==> src/rtl/mdr_mem_port.sv <==
// Memory Data Register with a req/ack memory port: bus loads, lane-selected
// reads with sign/zero extension, lane-aligned writes and a wait-state timeout.
module mdr_mem_port #(
    parameter int DATA_W  = 32,
    parameter int TIMEOUT = 16,
    localparam int OFF_W  = $clog2(DATA_W / 8),
    localparam int BE_W   = DATA_W / 8
) (
    input  logic              clk,
    input  logic              clr,
    input  logic [DATA_W-1:0] BusMuxOut,
    input  logic              MDRin,
    input  logic              Read,
    input  logic              Write,
    input  logic [1:0]        Size,
    input  logic              Unsigned,
    input  logic [OFF_W-1:0]  ByteOff,
    input  logic [DATA_W-1:0] mem_rdata,
    input  logic              mem_ack,
    output logic              mem_req,
    output logic              mem_we,
    output logic [DATA_W-1:0] mem_wdata,
    output logic [BE_W-1:0]   mem_be,
    output logic [DATA_W-1:0] Q,
    output logic              busy,
    output logic              done,
    output logic              timeout_err,
    output logic              align_err
);
    localparam int CNT_W = (TIMEOUT > 2) ? $clog2(TIMEOUT) : 1;

    typedef enum logic [1:0] {IDLE, RD_WAIT, WR_WAIT, ERR} state_t;

    state_t            state;
    state_t            state_n;
    logic [1:0]        size_q;
    logic              unsigned_q;
    logic [OFF_W-1:0]  off_q;
    logic [CNT_W-1:0]  cnt;
    logic              start;
    logic              legal;
    logic              expire;
    logic [3:0]        lane_mask;
    logic [DATA_W-1:0] q_lane;
    logic [DATA_W-1:0] wdata_n;
    logic [BE_W-1:0]   be_n;
    logic [DATA_W-1:0] rd_shift;
    logic [DATA_W-1:0] rd_ext;

    // NOTE: every flop uses non-blocking assignment so all of them sample pre-edge values.
    always_ff @(posedge clk or negedge clr) begin
        if (!clr) state <= IDLE;
        else      state <= state_n;
    end

    always_comb begin
        // NOTE: default first so that no path leaves state_n unassigned and infers a latch.
        state_n = state;
        case (state)
            IDLE:             if (start) state_n = !legal ? ERR : (Read ? RD_WAIT : WR_WAIT);
            RD_WAIT, WR_WAIT: if (mem_ack || expire) state_n = IDLE;
            ERR:              state_n = IDLE;
            default:          state_n = IDLE;
        endcase
    end

    always_comb begin
        busy = (state != IDLE);
    end

    // Request decode: alignment, write lanes, and read-lane extraction with extension.
    always_comb begin
        start  = (state == IDLE) && (Read || Write);
        expire = (TIMEOUT != 0) && (cnt == CNT_W'(TIMEOUT - 1));
        case (Size)
            2'b00: begin
                legal = 1'b1;                   lane_mask = 4'b0001; q_lane = DATA_W'(Q[7:0]);
            end
            2'b01: begin
                legal = !ByteOff[0];            lane_mask = 4'b0011; q_lane = DATA_W'(Q[15:0]);
            end
            2'b10: begin
                legal = (ByteOff[1:0] == 2'b00); lane_mask = 4'b1111; q_lane = DATA_W'(Q[31:0]);
            end
            default: begin
                legal = 1'b0;                   lane_mask = 4'b0000; q_lane = '0;
            end
        endcase
        wdata_n  = q_lane << {ByteOff, 3'b000};
        be_n     = BE_W'(lane_mask) << ByteOff;
        rd_shift = mem_rdata >> {off_q, 3'b000};
        case (size_q)
            2'b00:   rd_ext = unsigned_q ? DATA_W'(rd_shift[7:0])  : DATA_W'($signed(rd_shift[7:0]));
            2'b01:   rd_ext = unsigned_q ? DATA_W'(rd_shift[15:0]) : DATA_W'($signed(rd_shift[15:0]));
            default: rd_ext = unsigned_q ? DATA_W'(rd_shift[31:0]) : DATA_W'($signed(rd_shift[31:0]));
        endcase
    end

    always_ff @(posedge clk or negedge clr) begin
        if (!clr) begin
            Q           <= '0;
            mem_req     <= 1'b0;
            mem_we      <= 1'b0;
            mem_wdata   <= '0;
            mem_be      <= '0;
            done        <= 1'b0;
            timeout_err <= 1'b0;
            align_err   <= 1'b0;
            cnt         <= '0;
            size_q      <= 2'b00;
            unsigned_q  <= 1'b0;
            off_q       <= '0;
        end else begin
            done <= 1'b0;
            case (state)
                IDLE: begin
                    if (start) begin
                        size_q      <= Size;
                        unsigned_q  <= Unsigned;
                        off_q       <= ByteOff;
                        cnt         <= '0;
                        timeout_err <= 1'b0;
                        align_err   <= !legal;
                        if (legal) begin
                            mem_req <= 1'b1;
                            mem_we  <= !Read;
                            if (!Read) begin
                                mem_wdata <= wdata_n;
                                mem_be    <= be_n;
                            end
                        end
                    end else if (MDRin) begin
                        Q <= BusMuxOut;
                    end
                end
                RD_WAIT, WR_WAIT: begin
                    if (mem_ack || expire) begin
                        mem_req <= 1'b0;
                        mem_we  <= 1'b0;
                        mem_be  <= '0;
                        done    <= 1'b1;
                        // Ack on the last permitted edge still completes normally.
                        if (mem_ack && state == RD_WAIT) Q <= rd_ext;
                        if (!mem_ack) timeout_err <= 1'b1;
                    end else begin
                        cnt <= cnt + 1'b1;
                    end
                end
                ERR:     done <= 1'b1;
                default: done <= 1'b0;
            endcase
        end
    end

endmodule
==> config.mk <==
export PLATFORM = sky130hd
export DESIGN_NAME = mdr_mem_port
export DESIGN_NICKNAME = d
export VERILOG_FILES = /design/src/rtl/mdr_mem_port.sv
export SDC_FILE = /design/constraint.sdc
export NUM_CORES = 1
export LEC_CHECK = 0
export ABC_AREA = 1
export BUFFER_PORTS_ARGS = -buffer_cell sky130_fd_sc_hd__buf_2
export CORE_MARGIN = 5
export CORE_UTILIZATION = 53
export CTS_CLUSTER_DIAMETER = 150
export DETAILED_ROUTE_END_ITERATION = 16
export GPL_TIMING_DRIVEN = 0
export PLACE_DENSITY = 0.85
export SYNTH_ARGS = -nofsm -noshare
export SYNTH_HDL_FRONTEND = slang
export SYNTH_SLANG_ARGS = --single-unit
==> constraint.sdc <==
create_clock -name clk -period 1.8 [get_ports clk]
set_input_delay 0.18 -clock clk [delete_from_list [all_inputs] [get_ports clk]]
set_output_delay 0.18 -clock clk [all_outputs]
set_load 0.005 [all_outputs]
==> flow_metrics.tcl <==
set metrics [dict create \
    cp.arrival_ns 2.01 \
    nets 1045 \
    vdd_drop_max_v 0.000840 \
    h-tree-depth 3 \
    cts_num_sinks 84 \
    syn_area_sq_mm 0.00524 \
    final_layout_size_suffix_gt1_share_pct 23.9 \
    synth_area_leaders "dfrtp_1, nand2_1, nand3_1" \
    final_antenna_net_count 0 \
    routed_via_density 5.27 \
    grt_pass1_vias 5382 \
    busiest_layer "met2" \
    met3_usage_pct 5.64 \
    final_hold_viol_count 0 \
    max_freq_mhz 570 \
    ys_types 30 \
    die_y_um 109 \
    p_sw_mw 5.38 \
    final_area_sq_mm 0.00655 \
    slew_headroom_pct 66.1 \
    cts_buffer_depth 2 \
    gp_congestion 0.964 \
    clkPwrFrac_pct 12.8 \
    drv_slew 0 \
    setup_viol 0 \
    cts_inserted_buffers 9 \
    crit_type "register to register" \
    rsz0062_at_grt "yes" \
    tritoncts "done" \
    pin_count 149 \
    swShare_pct 47.1 \
    hold_path_class "input port to register" \
    path_clk_slew_ns 0.09 \
    drc 0 \
    drtPass1Iterations 6 \
    vias 5791 \
    ys_ff_latch 84 \
    status "complete, no violations" \
    start_kind "register" \
    num-fill-cells 901 \
    overflow 0 \
    area_delta_synth_final_pct 24.8 \
    p_int_mw 6.05 \
    core_sq_mm 0.00973 \
    post-route-period-util_pct 97.5 \
    grt_antenna_before_repair 0 \
    avgRoutedWirePerCell_um 15.2 \
    synth_nets 878 \
    grt_max_degree 50 \
    grt_pass1_wl_mm 26.1 \
    insertion_delay_ns 0.37 \
    placed_cells 1075 \
    worst_clock_skew_ns 0.0123 \
    dieArea_sq_mm 0.0120 \
    syn_area_per_cell_sq_um 6.60 \
    io_buffers 147 \
    period_needed_ns 1.75 \
    p_leak_nw 3.83 \
    p_per_area_mw_per_mm2 1750 \
    n_antenna_cell 0 \
    crit_path_max_fanout 10 \
    synth_top_area_share_pct 40.1 \
    final_cell_mix "nand2_1, buf_2, dfrtp_1, nand3_1, nor2_1" \
    finalPower_mw 11.4 \
    routed_wl_mm 16.7 \
    grt_use_total_pct 27.9 \
    p_seq_share_pct 28.3 \
    syn_inst 794 \
    die_w_um 109 \
    mostFrequentLayoutCell "nand2_1" \
    initial_utilization_pct 53.9 \
    end_kind "register" \
    power_frac_comb_pct 59.0 \
    cts_root_buf "clkbuf_8" \
    final_cells 1098 \
    fp-row-count 36 \
    use_met2_pct 43.6 \
    yosysTopAreaCell "dfrtp_1" \
    dp_hpwl_mm 13.2 \
    cap_viol_max_count 0 \
    met1_usage_pct 38.3 \
    crit_required_ns 2.05 \
    yosysSeqAreaShare_pct 40.1 \
    ys_warn_count 0 \
    tightest_slew_ns 0.504 \
    drt-initial-drc-count 475 \
    place_area_sq_mm 0.00618 \
]
-- state kept, by name (all words and copies together), names as in the netlist --
register and count:
off_q 2, mem_req 1, Q 32, mem_wdata 32, timeout_err 1, done 1, state 2, cnt 4
mem_be 4, size_q 2, align_err 1, unsigned_q 1, mem_we 1
-- Yosys cell counts, drive strengths merged --
library cell    n
a21oi          20
a31oi           1
buf            31
clkbuf         11
clkinv          1
dfrtp          84
ha              9
inv            46
nand2         374
nand3          84
nand3b          1
nor2           72
o211ai          8
o21a            1
o21ai          41
o21bai          1
o22ai           7
o31ai           1
xnor2           1
-- routing by layer --
metal,vias to the layer above,share of wire (%),wire [um]
li1,2842,-,-
met1,2611,43,7130
met2,296,46,7610
met3,42,8.4,1400
met4,0,3.2,535
met5,-,0,0
-- power groups by stage --
stage / combinational, mW / clock (mW) / sequential (mW)
floorplan: 4.04 / 0 / 3.16
global placement: 5.97 / 0 / 3.22
detailed placement: 6.09 / 0 / 3.24
CTS: 6.22 / 1.45 / 3.20
global route: 7.52 / 1.54 / 3.31
finish: 6.74 / 1.46 / 3.23
-- area by class of cell --
cell class / count / area (sq um) / share of cell area [%]
multi-input combinational: 621 / 2770 / 42.3
sequential: 84 / 2100 / 32.1
timing repair buffer: 156 / 846 / 12.9
buffer: 42 / 279 / 4.26
inverter: 47 / 176 / 2.69
tap: 133 / 166 / 2.54
clock buffer: 11 / 131 / 2.01
clock inverter: 4 / 75.1 / 1.15
-- worst paths after layout --
| check | from | to | slack, ns | cells past startpoint |
|---|---|---|---|---|
| setup / recovery | state[1]$_DFFE_PN0P_ | Q[6]$_DFFE_PN0P_ | 0.05 | 11 |
| hold / removal | Unsigned | unsigned_q$_DFFE_PN0P_ | 0.04 | 3 |
| setup reg to reg | state[1]$_DFFE_PN0P_ | Q[6]$_DFFE_PN0P_ | 0.05 | 11 |
| hold reg to reg | mem_be[0]$_DFFE_PN0P_ | mem_be[0]$_DFFE_PN0P_ | 0.48 | 2 |
| max in group asynchronous | clr | Q[23]$_DFFE_PN0P_ | 0.90 | 3 |
| min in group asynchronous | clr | mem_req$_DFFE_PN0P_ | 0.30 | 2 |
-- logic make-up (layout without fill, tap and decap cells) --
kind of cell / Yosys count / count (layout) / share of synthesized area (%)
DFF: 84 / 84 / 40.1
buffers and inverters: 89 / 260 / 7.99
AOI/OAI and AO/OA: 80 / 80 / 8.35
xor gates and xnor gates: 1 / 1 / 0.167
and+or+nand+nor: 531 / 531 / 41.3
adders and majority gates: 9 / 9 / 2.15
-- worst max-delay path, cell delays in order, from the launching register on --
cell and delay [ns]:
dfrtp_1 0.35, inv_1 0.09, ha_4 0.29, nor2_2 0.05
inv_1 0.07, nand2_1 0.07, nor2_2 0.13, nand3_4 0.15
buf_8 0.17, buf_6 0.13, nand2_1 0.07, nand2_1 0.06
-- per-stage QoR --
step	hold slack (ns)	setup TNS, ns	setup slack (ns)	util [%]
floorplan	-0.116	0	0.182	-
global route	0.0747	-0.640	-0.0433	67.3
detailed placement	0.168	-3.67	-0.131	63.5
CTS	0.0506	0	0.0154	66.0
finish	0.0398	0	0.0453	67.3
global placement	0.405	-9.73	-0.116	63.2
-- what timing repair did --
action | 4_1_cts | 5_1_grt
setup endpoints to repair | 37 | 34
buffers inserted | 2 | 4
hold buffers | 1 | 0
pin swaps | 0 | 4
gates cloned | 0 | 1
gates resized for setup | 3 | 42
hold endpoints to repair | 35 | 0
(Power assumes the default switching activity.)
